### config.mk
export PLATFORM = sky130hd
export DESIGN_NAME = memory_dma_initiator
export DESIGN_NICKNAME = d
export VERILOG_FILES = /design/src/rtl/memory_dma_initiator.sv
export SDC_FILE = /design/constraint.sdc
export NUM_CORES = 1
export LEC_CHECK = 0
export CAP_MARGIN = 40
export CORE_ASPECT_RATIO = 0.7
export CORE_MARGIN = 4
export CORE_UTILIZATION = 56
export DETAILED_ROUTE_END_ITERATION = 6
export HOLD_SLACK_MARGIN = 0.12
export PLACE_DENSITY = 0.95
export REMOVE_ABC_BUFFERS = 1
export SLEW_MARGIN = 20
export SYNTH_ARGS = -nofsm -noshare
export SYNTH_HDL_FRONTEND = slang
export SYNTH_SLANG_ARGS = --single-unit
### constraint.sdc
create_clock -name clk -period 6.4 [get_ports clk]
set_clock_uncertainty 0.2 [all_clocks]
set_input_delay 0.96 -clock clk [delete_from_list [all_inputs] [get_ports clk]]
set_output_delay 0.96 -clock clk [all_outputs]
set_load 0.005 [all_outputs]
### src/rtl/memory_dma_initiator.sv
// Second bus master for the word-addressed data memory: copies or fills a block of
// aligned words, one access per cycle, with alignment/bounds rejection and abort.
module memory_dma_initiator #(
  parameter int LEN_WIDTH   = 16,
  parameter int MEMORY_SIZE = 4096
) (
  input  logic                 clk,
  input  logic                 reset,
  input  logic                 start,
  input  logic                 mode,
  input  logic [31:0]          src_addr,
  input  logic [31:0]          dst_addr,
  input  logic [LEN_WIDTH-1:0] length,
  input  logic [31:0]          fill_value,
  input  logic                 abort,
  output logic                 busy,
  output logic                 done,
  output logic                 error,
  output logic [LEN_WIDTH-1:0] words_done,
  output logic                 memory_read,
  output logic                 memory_write,
  output logic [2:0]           option,
  output logic [31:0]          address,
  output logic [31:0]          write_data,
  input  logic [31:0]          read_data,
  output logic [2:0]           dbg_state
);

  typedef enum logic [2:0] {
    S_IDLE  = 3'd0,
    S_READ  = 3'd1,
    S_WRITE = 3'd2,
    S_DONE  = 3'd3,
    S_ERR   = 3'd4
  } state_t;

  localparam logic [32:0] MEM_LIMIT = 33'(MEMORY_SIZE);

  state_t               r_state;
  logic [31:0]          r_src_ptr;
  logic [31:0]          r_dst_ptr;
  logic [LEN_WIDTH-1:0] r_remaining;
  logic                 r_mode;
  logic [31:0]          r_fill;
  logic [31:0]          r_data;
  logic [LEN_WIDTH-1:0] r_words_done;

  // End-of-block addresses are formed 33 bits wide so a huge length cannot wrap past the limit.
  logic [32:0] w_len_bytes;
  logic [32:0] w_src_end;
  logic [32:0] w_dst_end;
  logic        w_src_ok;
  logic        w_dst_ok;
  logic        w_req_ok;

  assign w_len_bytes = {{(33-LEN_WIDTH-2){1'b0}}, length, 2'b00};
  assign w_src_end   = {1'b0, src_addr} + w_len_bytes;
  assign w_dst_end   = {1'b0, dst_addr} + w_len_bytes;
  assign w_src_ok    = (src_addr[1:0] == 2'b00) && (w_src_end <= MEM_LIMIT);
  assign w_dst_ok    = (dst_addr[1:0] == 2'b00) && (w_dst_end <= MEM_LIMIT);
  assign w_req_ok    = w_dst_ok && (mode || w_src_ok);

  always_ff @(posedge clk) begin
    if (reset) begin
      r_state      <= S_IDLE;
      r_src_ptr    <= '0;
      r_dst_ptr    <= '0;
      r_remaining  <= '0;
      r_mode       <= 1'b0;
      r_fill       <= '0;
      r_data       <= '0;
      r_words_done <= '0;
    end else begin
      case (r_state)
        S_IDLE: begin
          if (start) begin
            r_src_ptr    <= src_addr;
            r_dst_ptr    <= dst_addr;
            r_remaining  <= length;
            r_mode       <= mode;
            r_fill       <= fill_value;
            r_words_done <= '0;
            if (!w_req_ok)              r_state <= S_ERR;
            else if (length == '0)      r_state <= S_DONE;
            else if (!mode)             r_state <= S_READ;
            else                        r_state <= S_WRITE;
          end
        end
        S_READ: begin
          r_data    <= read_data;
          r_src_ptr <= r_src_ptr + 32'd4;
          r_state   <= abort ? S_DONE : S_WRITE;
        end
        S_WRITE: begin
          // The write presented this cycle always commits, even when aborting.
          r_dst_ptr    <= r_dst_ptr + 32'd4;
          r_words_done <= r_words_done + 1'b1;
          r_remaining  <= r_remaining - 1'b1;
          if (abort || (r_remaining == LEN_WIDTH'(1))) r_state <= S_DONE;
          else if (r_mode)                             r_state <= S_WRITE;
          else                                         r_state <= S_READ;
        end
        S_DONE:  r_state <= S_IDLE;
        S_ERR:   r_state <= S_IDLE;
        default: r_state <= S_IDLE;
      endcase
    end
  end

  // Bus and status outputs are pure decodes of registered state and pointers.
  assign busy         = (r_state != S_IDLE);
  assign done         = (r_state == S_DONE) || (r_state == S_ERR);
  assign error        = (r_state == S_ERR);
  assign words_done   = r_words_done;
  assign memory_read  = (r_state == S_READ) || (r_state == S_WRITE);
  assign memory_write = (r_state == S_WRITE);
  assign option       = 3'b010;
  assign address      = (r_state == S_READ)  ? r_src_ptr :
                        (r_state == S_WRITE) ? r_dst_ptr : 32'd0;
  assign write_data   = (r_state != S_WRITE) ? 32'd0 :
                        (r_mode ? r_fill : r_data);
  assign dbg_state    = r_state;

endmodule

# Word level (Yosys, flattened, before mapping)
# Cells that the tools add are included.
classes:
  n_addsub: 6
  n_lt_le_gt_ge: 2
  eq_ne: 7
  mux: 20
  reduce_logical: 17
op_table:
  columns: ["cell", "n"]
  rows:
  - ["two-way mux 32 bit", 6]
  - ["case mux 32 bit (2 select lines)", 2]
  - ["adder 32 x 18 -> 33 bit", 2]
  - ["less-or-equal comparator 33 x 13 -> 1 bit (second input constant)", 2]
  - ["adder 32 x 3 -> 32 bit (second input constant)", 2]
  - ["case mux 16 bit (2 select lines)", 2]
  - ["two-way mux 16 bit", 2]
  - ["adder 16 x 1 -> 16 bit (second input constant)", 1]
  - ["equality test 16 x 1 -> 1 bit (second input constant)", 1]
  - ["logical NOT 16 bit", 1]
  - ["subtractor 16 x 1 -> 16 bit (second input constant)", 1]
  - ["case mux 3 bit (3 select lines)", 1]
  - ["two-way mux 2 bit", 4]
  - ["equality test 3 x 2 -> 1 bit (second input constant)", 2]
  - ["two-way mux 3 bit", 2]
  - ["AND reduction 2 bit", 3]
  - ["logical NOT 2 bit", 2]
  - ["logical OR 1 bit", 4]
  - ["nonzero test 2 bit", 2]
  - ["equality test 3 x 1 -> 1 bit (second input constant)", 1]
  - ["equality test 3 bit (second input constant)", 1]
  - ["logical AND 1 bit", 3]
  - ["logical NOT 3 bit", 1]
  - ["inequality test 3 x 2 -> 1 bit (second input constant)", 1]
  - ["3 further kinds", 3]
word_totals:
  ff_bits: 164
  in_bits: 149
  out_inout_bits: 91
  word_cells: 60

# Longest topological paths before layout
# Gate-level depths: netlist of the first run.
depth:
  word_depth: 8
  depth_mapped: 12
  ltp_nobuf: 11

# Least setup slack after synthesis of the first run
# OpenSTA, ideal clock, no wires.
synth_timing:
  path_kind: "input to register"
  from: "input port src_addr[2]"
  to: "register r_state[2], in the netlist dbg_state[2]"
  setup_time_ps: 116
  t_arrival_ps: 3766
  required_ps: 6084
  path_slack_ps: 2318
  path_stages: 11
  n_path_buf: 0
  cell_sequence: "ha_1 -> fa_1 -> nand3_2 -> a21oi_2 -> o21a_1 -> o41ai_4 -> xnor2_1 -> or4_1 -> or4_1 -> o41a_1 -> o211a_1"
synth_between:
  elab_chain_cells: 8
synth_lines:
  columns: ["element", "line_no", "rtl"]
  rows:
  - ["start, declared", "11", "input logic [31:0] src_addr,"]
  - ["adder 32 x 18 -> 33 bit", "57", "assign w_src_end = {1'b0, src_addr} + w_len_bytes;"]
  - ["less-or-equal comparator 33 x 13 -> 1 bit", "59", "assign w_src_ok = (src_addr[1:0] == 2'b00) && (w_src_end <= MEM_LIMIT);"]
  - ["logical AND 1 bit", "59", null]
  - ["logical OR 1 bit", "61", "assign w_req_ok = w_dst_ok && (mode || w_src_ok);"]
  - ["logical AND 1 bit", "61", null]
  - ["two-way mux 3 bit", "83", "if (!w_req_ok) r_state <= S_ERR;"]
  - ["two-way mux 3 bit", "76", "if (start) begin"]
  - ["case mux 3 bit (3 select lines)", "74", "case (r_state)"]
  - ["end signal, assigned", "92", "r_state <= abort ? S_DONE : S_WRITE;"]
  - ["end, declared", "39", "state_t r_state;"]
# No other way between the ends. The select of a mux whose other input is x is not followed.
# A chain may end at the register's enable or synchronous reset.

# Worst setup path after layout of the first run
layout_timing:
  from: "input port length[0]"
  to: "register r_state[0], in the netlist dbg_state[0]"
layout_between:
  elab_chain_cells: 8
  word_cells_on_any_way: 13
  cone_classes: "add/sub: 2; order compare: 2; mux: 4; reduce/logical: 5"
layout_lines:
  columns: ["element", "line_no", "rtl"]
  rows:
  - ["start, declared", "13", "input logic [LEN_WIDTH-1:0] length,"]
  - ["adder 32 x 18 -> 33 bit", "57", null]
  - ["less-or-equal comparator 33 x 13 -> 1 bit", "59", null]
  - ["logical AND 1 bit", "59", null]
  - ["logical OR 1 bit", "61", null]
  - ["logical AND 1 bit", "61", null]
  - ["two-way mux 3 bit (*)", "83", null]
  - ["two-way mux 3 bit (*)", "76", null]
  - ["case mux 3 bit (3 select lines) (*)", "74", null]
# Mark *: on every way between the ends. The rest lies on a longest branch, timed or not. The select of a mux whose other input is x is not followed.

==> reports/results.ini, run 1 <==
[status]
status=finished, violations left
violations=design-rule violations

[sta]
relSlewSlack_pct=41.17
setup_viol=0
hold_violations=0
min_period_ps=4828
max_clock_freq_mhz=207.1
fin_ws_ps=1572
slew_viol_final=0
rsz0062_at_grt=no
worst-slew-pin-transition_ps=875.7
fin_setup_tns_ps=0
finalCritPeriodShare_pct=75.43

[layout]
final_nets=1872
final_cell_mix=nand2_1 (253), clkdlybuf4s50_1 (235), a21oi_1 (192)
layout-drive-gt1-share_pct=4.361
fillers=1445
antenna_cells=0
final_common_cell=nand2_1
area_growth_pct=28.00

[power]
ir_worst_vdd_v=0.0001637
power_density_mw_per_mm2=193.3
finalPower_mw=2.708
clkPwrFrac_pct=38.4
cellLeakagePower_nw=4.942
seqPwrFrac_pct=41.4
p_sw_uw=882.3
p_int_mw=1.826
power_switching_share_pct=32.58
p_comb_share_pct=20.2

[die]
start_util_pct=57.53
fp.dieArea_sq_mm=0.02188
die_h_microns=125.0
rows=42
core-area_sq_mm=0.01902
ioPinCount=240
die_x_microns=175.1

[clock_tree]
root_buffer=clkbuf_16
clockBufferDepth=2
htree_levels=4
numCtsBuffers=17
postCtsHoldBufs=0
clk_pin_slew_ps=80
cts.sinks=164
cts_resized=0
cts_tree=done
cts_setup_buffers=0
clkLatencyLatePin_ps=440

[placed_design]
gp_congestion=0.9964
preCtsSetupSlack_ps=1274
io_buffers=236
dp_hpwl_mm=29.45

[synthesis]
synth_edf_count=0
syn_area_sq_mm=0.01094
yosysWarnings=0
async_flop_share_pct=0
synth_area_per_cell_sq_um=7.205
synthCells=1519
ys_seq_area_share_pct=30.00
synth_top_flop_cell=dfxtp_1
ys_ff_latch=164
ys_types=77

[detailed_routing]
viasPerCell=6.680
vias=13100
drc=4
wire_per_inst_microns=21.27
ant_nets=0
wl_mm=41.72
drt_iter0_markers=2255
drt_pass1_iterations=7

[grt]
grt_overflow=0
grt_pass1_wl_mm=64.16
grt_max_degree=84
antenna_found_initial=1
grt_pass1_vias=12004
gr-usage-all-layers_pct=35.66

[worst_setup_path]
crit_fanout=4
cp-start-kind=input port
rr_worst_depth=5
r2r_slack_ps=3050
path_class=input port to flop
end_kind=flop
worst_r2r_endpoint=r_dst_ptr[11]
cp.required_ps=6540
rr_startpoint=dbg_state[0]
critPathArrivalTime_ps=4970

[worst_hold_path]
hold_path_class=flop to flop
hold_depth=2
worstHoldStart=r_data[30]
min_to=r_data[30]

[run]
cap_violations=0

-- state kept, by name (all words and copies together), names as in the netlist --
register and count:
r_mode 1, r_remaining 16, r_src_ptr 32, dbg_state 3
r_data 32, r_dst_ptr 32, words_done 16, r_fill 32
-- how the worst max path moves through the flow --
stage | startpoint | cells past startpoint | end
floorplan | dbg_state[0] | 4 | address[0]
global placement | length[0] | 12 | dbg_state[2]
detailed placement | length[0] | 12 | dbg_state[0]
CTS | length[0] | 12 | dbg_state[0]
global route | length[8] | 11 | dbg_state[0]
finish | length[0] | 12 | dbg_state[0]
-- logic make-up (layout without fill, tap and decap cells) --
group / count (synthesis) / count (layout) / share of synthesized area, %
buffers and inverters: 130 / 307 / 4.882
multiplexers: 40 / 40 / 3.693
flip-flops: 164 / 164 / 30.00
other: 2 / 3 / 0.06862
AO/OA/AOI/OAI: 460 / 460 / 27.10
adder cells (fa/ha/maj): 39 / 39 / 4.596
AND/OR/NAND/NOR: 662 / 662 / 27.84
XOR/XNOR: 22 / 22 / 1.829
-- synthesized netlist by cell type, drive strengths merged, types with 8 or more instances --
| library cell | instances | area, sq um |
|---|---|---|
| o31ai | 8 | 60.06 |
| dfxtp | 164 | 3283 |
| buf | 40 | 196.4 |
| a21oi | 194 | 985.9 |
| a22oi | 16 | 125.1 |
| a22o | 28 | 245.2 |
| inv | 23 | 86.33 |
| a221oi | 12 | 105.1 |
| nor3 | 39 | 195.2 |
| nor4 | 16 | 100.1 |
| nand2 | 256 | 960.9 |
| a222oi | 11 | 110.1 |
| and3 | 23 | 143.9 |
| and4 | 10 | 87.58 |
| nand2b | 9 | 56.30 |
| o21ai | 77 | 389.1 |
| and2 | 11 | 68.82 |
| clkbuf | 67 | 251.5 |
| xnor2 | 17 | 148.9 |
| mux2i | 37 | 370.4 |
| nand4 | 34 | 219.0 |
| a31oi | 18 | 112.6 |
| ha | 37 | 462.9 |
| a2111oi | 8 | 70.07 |
| a21o | 12 | 90.09 |
| nand3 | 66 | 335.3 |
| nor2 | 160 | 600.6 |
| o211ai | 11 | 82.58 |
-- through the flow --
step	hold WS, ps	area, sq um	util, %	cells
final	257.1	14010	73.64	1961
after global placement	239.8	13280	69.80	1923
after detailed placement	246.5	13350	70.19	1926
after CTS	256.8	13940	73.28	1958
after global routing	270.6	14010	73.64	1961
after floorplan	226.0	10500	-	1413
-- final cells by class --
type	count	area (sq um)	share of cell area, %
Clock inverter	15	162.7	1.161
Clock buffer	17	425.4	3.037
Timing Repair Buffer	252	2577	18.40
Sequential cell	164	3284	23.45
Inverter	23	86.33	0.6163
Multi-Input combinational cell	1226	7142	50.98
Tap cell	264	330.3	2.358
-- worst max-delay path, cell delays in order --
cell,delay (ps)
clkdlybuf4s50_1,630
ha_1,280
fa_1,430
nor4_1,230
o21ai_0,120
nor4b_1,340
nand4_1,140
o31ai_1,320
nand3_1,100
or4_1,620
o41a_1,500
o31ai_1,290
-- power by group through the flow --
| stage | clock network (mW) | registers (mW) | logic [mW] |
|---|---|---|---|
| after floorplan | 0 | 1.12 | 0.291 |
| after global placement | 0 | 1.14 | 0.507 |
| after detailed placement | 0 | 1.14 | 0.521 |
| after CTS | 1.03 | 1.12 | 0.526 |
| after global routing | 1.08 | 1.13 | 0.586 |
| final | 1.04 | 1.12 | 0.547 |
-- routing by layer --
layer / GRT usage [%] / up-vias / share of wire [%]
met1: 49.92 / 5968 / 39
met2: 53.59 / 1064 / 43
li1: - / 5885 / -
met3: 8.540 / 181 / 14
met4: 13.43 / 2 / 4.4
met5: 0 / - / 0.031
Note: power is estimated with default switching activity, not from simulation.
==> run 2: changes to the inputs <==
--- a/config.mk
+++ b/config.mk
@@ -8,10 +8,10 @@
 export CAP_MARGIN = 40
 export CORE_ASPECT_RATIO = 0.7
 export CORE_MARGIN = 4
-export CORE_UTILIZATION = 56
+export CORE_UTILIZATION = 52
 export DETAILED_ROUTE_END_ITERATION = 6
 export HOLD_SLACK_MARGIN = 0.12
-export PLACE_DENSITY = 0.95
+export PLACE_DENSITY = 0.94
 export REMOVE_ABC_BUFFERS = 1
 export SLEW_MARGIN = 20
 export SYNTH_ARGS = -nofsm -noshare
==> constraint.sdc (replaced) <==
create_clock -name clk -period 4.45 [get_ports clk]
set_clock_uncertainty 0.2 [all_clocks]
set_input_delay 0.6675 -clock clk [delete_from_list [all_inputs] [get_ports clk]]
set_output_delay 0.6675 -clock clk [all_outputs]
set_load 0.005 [all_outputs]
==> reports/results.ini, run 2 (synthesis gave the netlist of run 1 again) <==
[status]
status=finished, violations left
violations=design-rule violations

[layout]
area_growth_pct=32.89
final_cells=2035  ; +3.8%
fillers=1630  ; +13%
final_nets=1934  ; +3.3%
antenna_cells=0  ; unchanged
fin_area_sq_mm=0.01454  ; +3.8%
final_common_cell=nand2_1
post-route-util_pct=70.26  ; -3.4 points
final_cell_mix=nand2_1 (253), clkdlybuf4s50_1 (235), a21oi_1 (192)
layout-drive-gt1-share_pct=8.016  ; +3.7 points

[grt]
gr-usage-all-layers_pct=33.07  ; -2.6 points
grt_pass1_vias=11982  ; -0.18%
grt_max_degree=84  ; unchanged
antenna_found_initial=0  ; -1
grt_overflow=0  ; unchanged
grt_pass1_wl_mm=63.63  ; -0.83%

[clock_tree]
clockBufferDepth=2  ; unchanged
htree_levels=4  ; unchanged
cts_setup_buffers=0  ; unchanged
cts.sinks=164  ; unchanged
postCtsHoldBufs=0  ; unchanged
cts_tree=done
clkLatencyLatePin_ps=430  ; about the same
root_buffer=clkbuf_16
numCtsBuffers=17  ; unchanged
clk_pin_slew_ps=70  ; about the same

[sta]
setup_viol=0  ; unchanged
worst-slew-pin-transition_ps=803.7  ; -71.91 ps
finalCritPeriodShare_pct=95.42
max_clock_freq_mhz=235.5
slew_viol_final=0  ; unchanged
rsz0062_at_grt=no
hold_violations=0  ; unchanged
relSlewSlack_pct=46.23  ; +5.1 points
fin_ws_ps=203.6  ; -1369 ps
min_period_ps=4246

[detailed_routing]
drc=13  ; +9
wire_per_inst_microns=20.36  ; -4.3%
wl_mm=41.44  ; -0.66%
viasPerCell=6.521  ; -2.4%
drt_iter0_markers=2126  ; -5.7%
ant_nets=0  ; unchanged
drt_pass1_iterations=7  ; unchanged
vias=13271  ; +1.3%

[power]
clkPwrFrac_pct=38.4  ; about the same
ir_worst_vdd_v=0.0002714  ; +66%
power_density_mw_per_mm2=274.9  ; +42%
p_int_mw=2.732  ; +50%
p_sw_mw=1.266  ; +44%
p_comb_share_pct=21.2  ; +1.0 points
cellLeakagePower_nw=5.253  ; +6.3%
power_switching_share_pct=31.67  ; -0.91 points
seqPwrFrac_pct=40.4  ; -1.0 points

[worst_setup_path]
crit_fanout=3  ; -1
r2r_slack_ps=1390  ; -1660 ps
path_class=input port to flop
critPathArrivalTime_ps=4390  ; -580 ps
cp-start-kind=input port
end_kind=flop
cp.required_ps=4590  ; -1950 ps

[run]
cap_violations=0  ; unchanged

[die]
die_h_microns=129.4  ; +3.5%
die_x_microns=181.4  ; +3.6%
start_util_pct=52.87  ; -4.7 points
fp.dieArea_sq_mm=0.02347  ; +7.3%
core-area_sq_mm=0.02070  ; +8.8%
rows=44  ; +4.8%
ioPinCount=240  ; unchanged

[placed_design]
placed_area_sq_mm=0.01382  ; +3.5%
io_buffers=236  ; unchanged
dp.cells=1998  ; +3.7%
gp_congestion=0.9917  ; -0.47%
preCtsSetupSlack_ps=-306.6  ; -1580 ps
dp_hpwl_mm=30.42  ; +3.3%

[worst_hold_path]
hold_path_class=input port to flop

run 2: cell count changes in the layout (fill, tap and decap cells not counted), moves of 2 or more:
cell | previous run | this run
buf_4 | 11 | 70
o31ai_2 | 0 | 3
o31ai_1 | 8 | 5
buf_2 | 0 | 2
run 2: critical path, stage by stage:
cell	delay, ps
clkdlybuf4s50_1	440
ha_1	240
fa_1	460
nor4_2	230
o21ai_0	150
nor4b_2	310
nand4_1	150
o31ai_2	260
nand3_1	90
or4_1	610
o41a_1	510
o31ai_2	280
run 2: area by class of cell:
type                            instances  area (sq um)  share of cell area (%)
Clock buffer                           17         425.4                   2.925
Clock inverter                         15         182.7                   1.256
Inverter                               23         86.33                  0.5936
Multi-Input combinational cell       1226          7169                   49.29
Sequential cell                       164          3284                   22.58
Tap cell                              276         345.3                   2.374
Timing Repair Buffer                  314          3050                   20.97
run 2: through the flow:
step	TNS (ps)	total power [mW]	hold slack, ps
6_report	0	3.998	251.4
3_3_place_gp	-377.5	2.432	241.0
5_1_grt	0	4.123	242.9
4_1_cts	0	3.953	256.1
3_5_place_dp	-813.2	2.447	246.1
2_1_floorplan	0	2.035	226.0
run 2: per-layer routing:
layer  global-route usage (%)  vias to the layer above  part of all wire (%)
li1                         -                     6011                     -
met1                    46.81                     6190                    40
met2                    50.56                      947                    44
met3                    7.295                      123                    13
met4                    10.63                        0                   3.2
met5                        0                        -                     0
run 2: power by group through the flow:
stage	registers [mW]	clock network, mW	logic, mW
2_1_floorplan	1.62	0	0.418
5_1_grt	1.62	1.59	0.911
3_5_place_dp	1.64	0	0.807
6_report	1.61	1.54	0.848
4_1_cts	1.61	1.53	0.816
3_3_place_gp	1.63	0	0.798
run 2: path summary, 6_finish.rpt:
kind                                   start             to  cells past startpoint
worst max-delay path             src_addr[2]   dbg_state[0]                     12
worst min-delay path                   reset     r_data[22]                      2
worst max register to register  r_dst_ptr[2]  r_dst_ptr[28]                      8
worst min register to register    r_data[27]     r_data[27]                      2
run 2: repair_timing:
| action | CTS | global route |
|---|---|---|
| setup endpoints to repair | 0 | 3 |
| endpoints found under the hold margin | 0 | 0 |
| resized for setup | 0 | 5 |
